===== src/rtl/frame_cmd_loader.sv =====
// frame_cmd_loader: on each rising edge of the frame request, snapshot the
// exposure/gain settings and push a 5-word sensor register-write sequence
// (exposure x3, gain, frame trigger) into the SPI command FIFO.
module frame_cmd_loader #(
  parameter logic [6:0] ADDR_EXP0 = 7'h2A,
  parameter logic [6:0] ADDR_EXP1 = 7'h2B,
  parameter logic [6:0] ADDR_EXP2 = 7'h2C,
  parameter logic [6:0] ADDR_GAIN = 7'h56,
  parameter logic [6:0] ADDR_TRIG = 7'h46,
  parameter logic [7:0] TRIG_VAL  = 8'h01
) (
  input  logic        clk,
  input  logic        rst,
  input  logic        nframe_in,
  input  logic [23:0] exp_time,
  input  logic [7:0]  gain,
  input  logic        fifo_full,
  output logic        fifo_wr_en,
  output logic [15:0] fifo_din,
  output logic        busy,
  output logic        done,
  output logic        overrun,
  output logic [15:0] frame_cnt
);

  localparam int unsigned IDX_W    = 3;
  localparam int unsigned EXP_W    = 24;
  localparam int unsigned GAIN_W   = 8;
  localparam int unsigned CNT_W    = 16;
  localparam int unsigned LAST_IDX = 4;

  typedef enum logic [1:0] {
    IDLE = 2'd0,
    PUSH = 2'd1,
    DONE = 2'd2
  } state_t;

  state_t             state;
  logic               nframe_d;
  logic [IDX_W-1:0]   idx;
  logic [EXP_W-1:0]   exp_q;
  logic [GAIN_W-1:0]  gain_q;
  logic               req;

  // Rising-edge detect on the request level
  assign req = nframe_in & ~nframe_d;

  // Write only from PUSH and never into a full FIFO
  assign fifo_wr_en = (state == PUSH) & ~fifo_full;

  // Command word decode from the current index and latched snapshot
  always_comb begin
    fifo_din = {1'b1, ADDR_TRIG, TRIG_VAL};
    case (idx)
      3'd0:    fifo_din = {1'b1, ADDR_EXP0, exp_q[7:0]};
      3'd1:    fifo_din = {1'b1, ADDR_EXP1, exp_q[15:8]};
      3'd2:    fifo_din = {1'b1, ADDR_EXP2, exp_q[23:16]};
      3'd3:    fifo_din = {1'b1, ADDR_GAIN, gain_q};
      default: fifo_din = {1'b1, ADDR_TRIG, TRIG_VAL};
    endcase
  end

  // Sequencer: accept request, push five words, report completion
  always_ff @(posedge clk or posedge rst) begin
    if (rst) begin
      state     <= IDLE;
      nframe_d  <= 1'b0;
      idx       <= '0;
      exp_q     <= '0;
      gain_q    <= '0;
      busy      <= 1'b0;
      done      <= 1'b0;
      overrun   <= 1'b0;
      frame_cnt <= '0;
    end else begin
      nframe_d <= nframe_in;
      done     <= 1'b0;
      case (state)
        IDLE: begin
          if (req) begin
            exp_q  <= exp_time;
            gain_q <= gain;
            idx    <= '0;
            busy   <= 1'b1;
            state  <= PUSH;
          end
        end
        PUSH: begin
          if (req) begin
            overrun <= 1'b1;
          end
          if (fifo_wr_en) begin
            if (idx == IDX_W'(LAST_IDX)) begin
              done  <= 1'b1;
              state <= DONE;
            end else begin
              idx <= idx + IDX_W'(1);
            end
          end
        end
        DONE: begin
          if (req) begin
            overrun <= 1'b1;
          end
          frame_cnt <= frame_cnt + CNT_W'(1);
          busy      <= 1'b0;
          state     <= IDLE;
        end
        default: begin
          busy  <= 1'b0;
          state <= IDLE;
        end
      endcase
    end
  end

endmodule

===== config.mk =====
export PLATFORM = sky130hd
export DESIGN_NAME = frame_cmd_loader
export DESIGN_NICKNAME = d
export VERILOG_FILES = /design/src/rtl/frame_cmd_loader.sv
export SDC_FILE = /design/constraint.sdc
export NUM_CORES = 1
export LEC_CHECK = 0
export CAP_MARGIN = 25
export CORE_MARGIN = 2
export CORE_UTILIZATION = 54
export CTS_BUF_LIST = sky130_fd_sc_hd__clkbuf_4
export DETAILED_ROUTE_END_ITERATION = 10
export HOLD_SLACK_MARGIN = 0.08
export PLACE_DENSITY = 0.86
export SETUP_SLACK_MARGIN = 0.4
export SLEW_MARGIN = 10
export SYNTH_ARGS = -nofsm -noshare
export SYNTH_HDL_FRONTEND = slang
export SYNTH_SLANG_ARGS = --single-unit

===== constraint.sdc =====
create_clock -name clk -period 4.8 [get_ports clk]
set_input_delay 0.96 -clock clk [delete_from_list [all_inputs] [get_ports clk]]
set_output_delay 0.96 -clock clk [all_outputs]
set_load 0.02 [all_outputs]

==> results of run 1 <==
## path summary, 6_finish.rpt
kind / startpoint / end / slack [ns] / depth (start not counted)
hold / removal: overrun / overrun / 0.47 / 1
setup reg to reg: state[0] / exp_q[12] / 2.93 / 5
setup / recovery: idx[0] / fifo_din[14] / 1.12 / 7
min in group asynchronous: rst / frame_cnt[0] / 1.08 / 3
hold reg to reg: overrun / overrun / 0.47 / 1
max in group asynchronous: rst / frame_cnt[8] / 3.25 / 3
## final cells by class
| class | count | area share |
|---|---|---|
| clock buffer | 11 | 0.0232 |
| inverter | 10 | 0.0105 |
| multi-input combinational | 149 | 0.328 |
| sequential | 57 | 0.401 |
| tap | 67 | 0.0236 |
| clock inverter | 4 | 0.0127 |
| timing repair buffer | 72 | 0.201 |
## power by group through the flow
| stage | combinational, W | sequential [W] | clock [W] |
|---|---|---|---|
| finish | 0.000995 | 0.000760 | 0.000325 |
| global route | 0.00109 | 0.000781 | 0.000359 |
| CTS | 0.00100 | 0.000759 | 0.000334 |
| detailed placement | 0.000998 | 0.000770 | 0 |
| global placement | 0.000973 | 0.000760 | 0 |
| floorplan | 0.000646 | 0.000751 | 0 |
## per-stage QoR
stage | utilization | hold slack, ns | cell area (um2) | power (W)
3_3_place_gp | 0.722 | 0.441 | 3430 | 0.00173
6_report | 0.748 | 0.472 | 3560 | 0.00208
4_1_cts | 0.748 | 0.482 | 3560 | 0.00209
3_5_place_dp | 0.722 | 0.448 | 3430 | 0.00177
5_1_grt | 0.748 | 0.503 | 3560 | 0.00223
2_1_floorplan | - | 0.479 | 2680 | 0.00140
## cell usage after synthesis, types with 2 or more instances
cell	n	area share
sky130_fd_sc_hd__a21oi_1	9	0.017
sky130_fd_sc_hd__nor2_1	27	0.038
sky130_fd_sc_hd__nor3_1	3	0.0056
sky130_fd_sc_hd__nor3_2	2	0.0075
sky130_fd_sc_hd__nor2_2	2	0.0047
sky130_fd_sc_hd__nand2_1	9	0.013
sky130_fd_sc_hd__a222oi_1	8	0.030
sky130_fd_sc_hd__xnor2_1	11	0.036
sky130_fd_sc_hd__xor2_1	4	0.013
sky130_fd_sc_hd__buf_4	2	0.0056
sky130_fd_sc_hd__nand4_1	3	0.0070
sky130_fd_sc_hd__nand3_2	2	0.0075
sky130_fd_sc_hd__mux2_2	33	0.14
sky130_fd_sc_hd__clkbuf_1	3	0.0042
sky130_fd_sc_hd__dfrtp_1	57	0.53
sky130_fd_sc_hd__ha_1	10	0.047
sky130_fd_sc_hd__nor2b_1	2	0.0047
sky130_fd_sc_hd__inv_1	10	0.014
sky130_fd_sc_hd__o21ai_0	3	0.0056
sky130_fd_sc_hd__nand3_1	5	0.0093
sky130_fd_sc_hd__buf_2	4	0.0075
## flip-flops by register name, indices dropped and copies added, names as in the netlist
signal	cells
done	1
gain_q	8
nframe_d	1
overrun	1
state	2
idx	3
exp_q	24
frame_cnt	16
busy	1
## per-layer routing
metal | up-vias | routed length (um) | GRT usage
met3 | 8 | 395 | 0.0664
met4 | 0 | 79 | 0.0952
li1 | 936 | - | -
met5 | - | 0 | 0
met1 | 957 | 2550 | 0.307
met2 | 73 | 2580 | 0.332
## kinds of logic (layout without fill, tap and decap cells)
group,after synthesis,in the layout,share of synthesized area
mux,34,34,0.142
compound gates,27,27,0.0756
buf+inv,20,97,0.0327
simple gates,62,62,0.120
xor+xnor,15,15,0.0490
other cells,1,1,0.00140
fa+ha+maj,10,10,0.0467
flops,57,57,0.532
==> implementation parameters, run 1 <==
Parameter                              Value

Run status
  Run status    completed

Synth
  Number of register bits inferred by synthesis    57
  Summed instance area of the synthesized netlist    approximately 0.0027 mm2
  Part of the Yosys area used for sequential elements    0.532
  Post-synthesis net count    roughly 270
  Synth Instances    around 230
  Count of warnings emitted by yosys    0
  Most frequently used flop master after synthesis    sky130_fd_sc_hd__dfrtp_1
  Ys async rst share    1.00
  Avg Synthesized Cell Area    11.9 um2
  Count of flip-flops with a built-in enable after synthesis    0
  Library cells used by synthesis    38

Setup path
  Worst path bufs/invs    2
  Max incr delay on CP    0.53 ns
  Critical Path RT    around 3.8 ns
  Kind of capture point of the worst setup path    primary output
  Peak fanout along the critical path    14
  Worst EP arrival    2.72 ns
  Cells traversed along the worst timing path    inv_1 > ha_1 > nor3_1 > nor2_1 > nor2_2 > or2_2 > clkdlybuf4s50_1
  Category of the most critical setup path    reg -> out
  Critical Path Source Type    register
  Max stage delay cell, worst path    sky130_fd_sc_hd__clkdlybuf4s50_1
  Crit-path leading delay family    simple AND/OR/NAND/NOR gates

Drt
  First drt pass iteration count    4
  Remaining antenna violation count after routing    0
  WL final    5.60 mm
  Drt first-iter violations    roughly 150
  Via-to-Cell Ratio    5.34
  Vias after detailed routing    about 2000
  Number of remaining DRC errors    0
  Routed length per placed instance    about 15 um

Placed design
  Final weighted congestion in routability-driven placement    0.808
  Post-Place Setup Slack    approximately 1.5 ns
  HPWL Detailed    approximately 4.0 mm
  Port Buffer Count    70
  # placed instances    about 360

Cells and area
  # fillers    370
  Fraction of layout instances using a drive strength above 1    0.195
  Number of antenna diodes    0
  Most common cell after layout, fill and taps aside    sky130_fd_sc_hd__clkdlybuf4s50_1
  Number of nets at the end of the flow    between 300 and 400
  Area of the multi-input gates    around 0.0012 mm2
  Final Instance Count excl. Fillers    370
  Commonest cells after routing, fill and taps aside    70 x sky130_fd_sc_hd__clkdlybuf4s50_1, 57 x sky130_fd_sc_hd__dfrtp_1, 33 x sky130_fd_sc_hd__mux2_2
  Area growth from synthesis to final layout    32.7%
  FF+latch area    between 0.001 and 0.0015 mm2

Power
  Relative contribution of combinational cells to total power    0.478
  Max IR drop VDD    272 uV
  Portion of total power attributed to the clock network    0.156
  Internal portion of total power    approximately 0.0013 W
  Power per cell area    585 mW/mm2
  Sequential fraction of design power    0.365
  Share of total power consumed by net switching    0.369
  Leak    ~1.6 nW
  Power dissipated by switching net loads    about 0.00077 W

CTS
  CTS tree    built
  Buffers inserted by post-CTS timing repair    0
  Clock input transition at the sequential cells of the worst setup and hold paths    around 0.09 ns
  H-tree levels    3
  Library cell used as clock root buffer    sky130_fd_sc_hd__clkbuf_4
  Hold buffer count at CTS    0
  CTS sink cnt    57
  Post-cts gate resize count    0
  Largest buffer count on any clock path    2
  Clock network latency to the later pin of the worst-skew pair    roughly 0.38 ns
  CTS buffer count    9

Floorplan
  Top-level I/O count    about 70
  Starting density of the core    0.564
  Core box area    0.00475 mm2
  Overall die width    about 74 um
  Die Outline Area    0.00555 mm2
  Die H    about 74 um
  Number of rows created at floorplan    25

Job
  Number of maximum-capacitance constraint violations    0

Timing
  Endpoints failing setup    0
  Max-slew violation count    0
  Worst rel slew slack    0.532
  Summed negative setup slack over all endpoints    0 ns
  Slew of the pin with the lowest slew margin    roughly 0.7 ns
  Min Tclk post-route    between 3 and 4 ns
  Final hold vios    0
  Max Clk Rate    roughly 0.27 GHz
  Post-route worst setup slack    1.12 ns
  RSZ-0062 raised after global routing    no
  Skew final    just over 0.008 ns
  Portion of the clock cycle consumed by the worst path in the final layout    0.768

Global route
  Global routing usage summed across all routing layers    0.223
  Overall overflow remaining after global route    0
  Pin count of the biggest net entering global routing    58
  Number of antenna violations at the first check in global routing    0
  Vias in the first global route    1962
  Global-route wire length before repair    between 9 and 10 mm

Hold path
  Class of the worst hold path    reg -> reg
Power figures use the tool's default switching activity.
==> run 2, diff against run 1 <==
--- a/config.mk
+++ b/config.mk
@@ -7,11 +7,11 @@
 export LEC_CHECK = 0
 export CAP_MARGIN = 25
 export CORE_MARGIN = 2
-export CORE_UTILIZATION = 54
+export CORE_UTILIZATION = 50
 export CTS_BUF_LIST = sky130_fd_sc_hd__clkbuf_4
 export DETAILED_ROUTE_END_ITERATION = 10
 export HOLD_SLACK_MARGIN = 0.08
-export PLACE_DENSITY = 0.86
+export PLACE_DENSITY = 0.8
 export SETUP_SLACK_MARGIN = 0.4
 export SLEW_MARGIN = 10
 export SYNTH_ARGS = -nofsm -noshare
==> constraint.sdc (replaced) <==
create_clock -name clk -period 3.85 [get_ports clk]
set_input_delay 0.77 -clock clk [delete_from_list [all_inputs] [get_ports clk]]
set_output_delay 0.77 -clock clk [all_outputs]
set_load 0.02 [all_outputs]
==> implementation parameters, run 2 (synthesis results as in run 1) <==
Parameter                              Value

Setup path
  Category of the most critical setup path    reg -> out (unchanged)
  Critical Path Source Type    register (unchanged)
  Worst EP arrival    2.58 ns (was 2.72 ns)
  Source of the worst register-to-register timing path    state[0] (unchanged)
  Max incr delay on CP    0.67 ns (was 0.53 ns)
  R2R Path End    exp_q[9] (was exp_q[12])
  Cells traversed along the worst timing path    inv_1 > ha_1 > or4_1 > clkdlybuf4s50_1 (was inv_1 > ha_1 > nor3_1 > nor2_1 > nor2_2 > or2_2 > clkdlybuf4s50_1)
  Number of cells traversed by the worst register-to-register path    5 (unchanged)
  Critical Path RT    3.08 ns (was 3.84 ns)
  Flop2flop setup slack    1.93 ns (was 2.93 ns)
  Kind of capture point of the worst setup path    primary output (unchanged)
  Max stage delay cell, worst path    sky130_fd_sc_hd__dfrtp_1 (was sky130_fd_sc_hd__clkdlybuf4s50_1)
  Peak fanout along the critical path    16 (was 14)

CTS
  Hold buffer count at CTS    0 (unchanged)
  Largest buffer count on any clock path    2 (unchanged)
  H-tree levels    3 (unchanged)
  CTS sink cnt    57 (unchanged)
  CTS buffer count    9 (unchanged)
  Clock input transition at the sequential cells of the worst setup and hold paths    0.09 ns (about the same)
  Library cell used as clock root buffer    sky130_fd_sc_hd__clkbuf_4 (unchanged)
  CTS tree    built (unchanged)
  Clock network latency to the later pin of the worst-skew pair    0.39 ns (was 0.38 ns)

Global route
  Global routing usage summed across all routing layers    0.199 (was 0.223)
  Pin count of the biggest net entering global routing    32 (was 58)
  Global-route wire length before repair    9.11 mm (was 9.06 mm)
  Vias in the first global route    1909 (was 1962)
  Overall overflow remaining after global route    0 (unchanged)
  Number of antenna violations at the first check in global routing    0 (unchanged)

Placed design
  Port Buffer Count    70 (unchanged)
  # placed instances    359 (was 355)
  Final weighted congestion in routability-driven placement    0.781 (was 0.808)
  HPWL Detailed    4.10 mm (was 4.05 mm)

Power
  Portion of total power attributed to the clock network    0.143 (was 0.156)
  Power dissipated by switching net loads    0.000969 W (was 0.000767 W)
  Sequential fraction of design power    0.369 (was 0.365)
  Leak    1.55 nW (about the same)
  Max IR drop VDD    362 uV (was 272 uV)
  Relative contribution of combinational cells to total power    0.489 (was 0.478)
  Share of total power consumed by net switching    0.377 (was 0.369)
  Power per cell area    720 mW/mm2 (was 585 mW/mm2)
  Internal portion of total power    0.00160 W (was 0.00131 W)

Timing
  Final hold vios    0 (unchanged)
  Max Clk Rate    0.298 GHz
  Endpoints failing setup    0 (unchanged)
  Min Tclk post-route    3.35 ns
  Slew of the pin with the lowest slew margin    0.616 ns (was 0.701 ns)
  RSZ-0062 raised after global routing    yes (was no)
  Max-slew violation count    0 (unchanged)
  Worst rel slew slack    0.589 (was 0.532)
  Portion of the clock cycle consumed by the worst path in the final layout    0.871
  Summed negative setup slack over all endpoints    0 ns (unchanged)
  Skew final    0.00957 ns (was 0.00816 ns)

Cells and area
  Commonest cells after routing, fill and taps aside    70 x sky130_fd_sc_hd__clkdlybuf4s50_1, 57 x sky130_fd_sc_hd__dfrtp_1, 33 x sky130_fd_sc_hd__mux2_2 (unchanged)
  Most common cell after layout, fill and taps aside    sky130_fd_sc_hd__clkdlybuf4s50_1 (unchanged)
  Number of nets at the end of the flow    346 (was 345)
  Final Instance Count excl. Fillers    375 (was 370)
  Number of antenna diodes    0 (unchanged)
  Largest registers    exp_q: 24 flops, frame_cnt: 16 flops, gain_q: 8 flops (unchanged)
  # fillers    419 (was 370)
  Fraction of layout instances using a drive strength above 1    0.220 (was 0.195)
  Area growth from synthesis to final layout    33.2% (was 32.7%)
  Number of flip-flops in the largest register    24 (unchanged)
  FF+latch area    0.00143 mm2 (unchanged)
  Utilization after layout    0.695 (was 0.748)
  Most flops, register    exp_q (unchanged)
  Area of the multi-input gates    0.00118 mm2 (was 0.00117 mm2)

Drt
  Remaining antenna violation count after routing    0 (unchanged)
  Vias after detailed routing    1970 (was 1974)
  Drt first-iter violations    124 (was 145)
  Routed length per placed instance    15.2 um (was 15.1 um)
  Via-to-Cell Ratio    5.25 (was 5.34)
  WL final    5.69 mm (was 5.60 mm)
  First drt pass iteration count    4 (unchanged)
  Number of remaining DRC errors    0 (unchanged)

Floorplan
  Die H    77.2 um (was 74.5 um)
  Starting density of the core    0.522 (was 0.564)
  Core box area    0.00514 mm2 (was 0.00475 mm2)
  Die Outline Area    0.00596 mm2 (was 0.00555 mm2)
  Overall die width    77.2 um (was 74.5 um)
  Top-level I/O count    72 (unchanged)
  Number of rows created at floorplan    26 (was 25)

Job
  Number of maximum-capacitance constraint violations    0 (unchanged)

Run status
  Run status    completed (unchanged)

Hold path
  Class of the worst hold path    reg -> reg (unchanged)
  Worst hold endpoint    overrun (unchanged)
  Worst Hold Depth    1 (unchanged)
  Worst min-delay path startpoint    overrun (unchanged)
## run 2: per-layer routing
metal	vias up	GRT usage	part of all wire
met3	6	0.0635	0.068
met1	949	0.260	0.45
met4	0	0.0911	0.011
met5	-	0	0
met2	69	0.302	0.47
li1	946	-	-
## run 2: worst max-delay path by stage
| stage | from | to | slack [ns] | cells after the start |
|---|---|---|---|---|
| finish | idx[2] | fifo_din[10] | 0.50 | 4 |
| CTS | idx[1] | fifo_din[14] | 0.45 | 7 |
| detailed placement | idx[0] | fifo_din[14] | 0.79 | 7 |
| global route | idx[2] | fifo_din[10] | 0.38 | 4 |
| floorplan | idx[0] | fifo_din[14] | 1.41 | 6 |
| global placement | idx[0] | fifo_din[14] | 0.86 | 7 |
## run 2: layout make-up
cell class                 count  share of cell area
multi-input combinational    149               0.331
tap                           70              0.0245
inverter                      10              0.0105
timing repair buffer          73               0.202
sequential                    57               0.399
clock buffer                  13              0.0273
clock inverter                 3             0.00490
## run 2: repair_timing
item                                   4_1_cts  5_1_grt
endpoints found under the hold margin        0        0
setup buffers                                0        0
gates resized for setup                      1        4
setup endpoints to repair                    2        9
## run 2: worst max-delay path: cells and delay by family, from the launching register on
family / cells / cell delay (ns)
adder cells (fa/ha/maj): 1 / 0.31
AND/OR/NAND/NOR: 1 / 0.49
flip-flops: 1 / 0.67
buffers and inverters: 2 / 0.71
## run 2: power by group through the flow
stage	combinational [W]	clock (W)	sequential, W
final	0.00126	0.000367	0.000948
after floorplan	0.000805	0	0.000937
after CTS	0.00125	0.000380	0.000947
after global routing	0.00138	0.000408	0.000972
after global placement	0.00122	0	0.000949
after detailed placement	0.00125	0	0.000959
## run 2: through the flow
step           worst slack (ns)  total power [W]  hold WS (ns)  instance area [um2]
2_1_floorplan              1.41          0.00174         0.479                 2680
3_3_place_gp              0.859          0.00217         0.440                 3440
3_5_place_dp              0.788          0.00221         0.448                 3440
4_1_cts                   0.451          0.00258         0.468                 3560
5_1_grt                   0.379          0.00276         0.485                 3570
6_report                  0.498          0.00257         0.461                 3570
==> patch 1, RTL diff (flow settings as in run 2) <==
Register the input `gain` before use, cleared by the reset. The logic sees it one clock later. The other inputs are not delayed to match.
--- a/src/rtl/frame_cmd_loader.sv
+++ b/src/rtl/frame_cmd_loader.sv
@@ -34,6 +34,16 @@
     PUSH = 2'd1,
     DONE = 2'd2
   } state_t;
+
+  logic [7:0] gain_r;
+
+  always_ff @(posedge clk or posedge rst) begin
+    if (rst) begin
+      gain_r <= '0;
+    end else begin
+      gain_r <= gain;
+    end
+  end
 
   state_t             state;
   logic               nframe_d;
@@ -79,7 +89,7 @@
         IDLE: begin
           if (req) begin
             exp_q  <= exp_time;
-            gain_q <= gain;
+            gain_q <= gain_r;
             idx    <= '0;
             busy   <= 1'b1;
             state  <= PUSH;
Check against the original RTL: not equivalent (a bounded check fails within 10 cycles, from zero or initial values and one cycle with rst high).
==> patch 1 against run 2 <==
Total power increased by 17%. Design area up 10%. Sequential cell count increased by 8. Routed wire length grew 9.6%. Area after synthesis increased by 13%. Count of clock-buffer cells in the layout shrank 4. Sequential power is 13% higher. Final cell count rose by 2.9%. Critical endpoint is now fifo_din[4]. Clock power up 23%. Worst setup slack gained 59 ps. Non-clock buffer count decreased by 1. Combinational power grew 19%. First-iteration DRC count up 19%.
==> patch 1: results <==
metrics = {
    "place": {
        "dpl_cell_area_um2": 3749,
        "place_inst": 369,
        "dpl_worst_slack_ps": 713.4,
    },
    "finish": {
        "flops_and_latches": 65,
        "n_all_inverters": 8,
        "fin_nets": 352,
        "nFillCells": 438,
        "instances_no_fill": 386,
        "final-nonclk-buf-share": 0.1855,
    },
    "timing": {
        "worst_pin_slew_ps": 542.3,
        "timing.fmax_mhz": 303.7,
        "skew_ps": 12.21,
        "hold-worst-slack_ps": 469.5,
    },
    "route": {
        "viasPerCell": 5.308,
        "wire_per_inst_um": 16.15,
        "wl_met2_um": 2900,
        "drtIter0Drc": 148,
        "dr.pass1.iters": 8,
    },
    "setup_path": {
        "arrival_ps": 2520,
        "ff2ff_path_depth": 6,
        "rr_startpoint": "idx[0]",
        "critPathCapture": "fifo_din[4]",
        "path_max_fanout": 11,
        "r2r-end": "state[0]",
    },
    "global_routing": {
        "grt_start_max_net_pins": 46,
        "grt_first_pass_wirelength_um": 9929,
    },
    "yosys": {
        "syn_avg_cell_area_um2": 12.91,
        "yosysSeqAreaShare": 0.5383,
        "syn_nets": 280,
        "synth_cells": 234,
    },
    "pwr": {
        "peakVddDrop_mv": 0.5014,
        "pwr.group.combinational_uw": 1500,
    },
    "status": {
        "outcome": "finished, final reports clean",
    },
}
-- patch 1: cell types whose count changed after synthesis, moves of 3 or more --
cell	before	now
mux2_2	33	1
a21oi_1	9	6
mux2_4	0	30
mux2_1	0	3
nand4_1	3	8
buf_6	0	3
dfrtp_1	57	65
nor2_1	27	20
-- patch 1: worst max-delay path, cell delays in order, from the launching register on --
cell             delay, ps
dfrtp_1                450
inv_1                  180
ha_2                   350
nor3_2                  80
nor2_2                 210
nor2_4                  90
nor2_1                 130
clkdlybuf4s50_1        630
-- patch 1: layer usage --
metal,vias up,GRT usage
li1,972,-
met1,980,0.2610
met2,90,0.2984
met3,7,0.08132
met4,0,0.07167
met5,-,0
-- patch 1: cells by family after synthesis --
kind of cell	Yosys count	synth area share
DFF	65	0.5383
and+or+nand+nor	64	0.1130
muxes	34	0.1640
AOI/OAI and AO/OA	26	0.06377
buffers and inverters	19	0.03478
xor gates and xnor gates	15	0.04348
adders and majority gates	10	0.04141
other	1	0.001241
==> patch 2, RTL diff (settings of run 2) <==
Without the edit above. The 3 states of `state_t` get a one-hot encoding in 3 bits.
--- a/src/rtl/frame_cmd_loader.sv
+++ b/src/rtl/frame_cmd_loader.sv
@@ -29,10 +29,10 @@
   localparam int unsigned CNT_W    = 16;
   localparam int unsigned LAST_IDX = 4;
 
-  typedef enum logic [1:0] {
-    IDLE = 2'd0,
-    PUSH = 2'd1,
-    DONE = 2'd2
+  typedef enum logic [2:0] {
+    IDLE = 3'b001,
+    PUSH = 3'b010,
+    DONE = 3'b100
   } state_t;
 
   state_t             state;
Formal check against the unedited RTL: same outputs for any inputs over 10 cycles, from zero or initial values and one cycle with rst high; not proved beyond that.
==> patch 2 against run 2 <==
Design area rose by 0.77%. First-iteration DRC count rose by 60%. Maximum frequency up 1.1%. Routed wire length rose by 4.6%. Sequential cell count grew 1. Area after synthesis grew 1.3%. Worst setup slack better by 37 ps. Global-route usage up 1.0 points. Sequential share of layout area increased by 0.42 points. Highest routed layer unchanged.
Power is not compared: it rests on default switching activity, and its combinational part moved more than twofold at a synthesized area within 25%.
==> patch 2: results <==
metrics = {
    "status": {
        "outcome": "finished, final reports clean",
    },
    "finish": {
        "n_all_inverters": 5,
        "final-nonclk-buf-share": 0.2009,
        "clk_share": 0.03684,
        "final_core_util": 0.6959,
        "multi_input_area_share": 0.3292,
        "nFillCells": 388,
        "nClkBuffers": 10,
    },
    "yosys": {
        "yosysSeqAreaShare": 0.5350,
        "synth_cells": 225,
        "synthAdderAreaFrac": 0.03226,
    },
    "setup_path": {
        "slowest_delay_ps": 610,
        "path_max_fanout": 15,
        "r2r-end": "exp_q[0]",
    },
    "global_routing": {
        "grt_first_pass_wirelength_um": 9722,
        "use_met2": 0.3250,
        "grt_util_met3": 0.05116,
        "grt_use_met1": 0.2731,
    },
    "route": {
        "wl_met2_um": 2939,
        "routed-wl-met3_um": 253,
        "wire_per_inst_um": 15.95,
    },
    "place": {
        "place_inst": 357,
        "globalplace.congestion": 0.8629,
    },
    "cts": {
        "clock_sinks": 58,
    },
    "pwr": {
        "power_uw": 1619,
    },
    "timing": {
        "worst_pin_slew_ps": 677.2,
    },
}
==> patch 2: repair_timing <==
| item | 4_1_cts | 5_1_grt |
|---|---|---|
| endpoints found under the hold margin | 0 | 0 |
| hold buffers | 0 | 0 |
| buffers inserted | 0 | 0 |
| setup endpoints to repair | 9 | 1 |
| resized for setup | 5 | 1 |
==> patch 2: worst min-delay path by stage <==
stage / startpoint / to / slack (ps) / depth (start not counted)
after global placement: frame_cnt[15] / frame_cnt[15] / 460 / 1
final: frame_cnt[15] / frame_cnt[15] / 480 / 1
after global routing: frame_cnt[15] / frame_cnt[15] / 500 / 1
after detailed placement: frame_cnt[15] / frame_cnt[15] / 470 / 1
after floorplan: exp_q[23] / exp_q[23] / 480 / 1
after CTS: frame_cnt[15] / frame_cnt[15] / 480 / 1
==> patch 2: critical path: cells and delay by family (launching register included) <==
| kind | cells | cell delay (ps) |
|---|---|---|
| and+or+nand+nor | 1 | 530 |
| DFF | 1 | 610 |
| buffers and inverters | 2 | 690 |
| adders and majority gates | 1 | 300 |
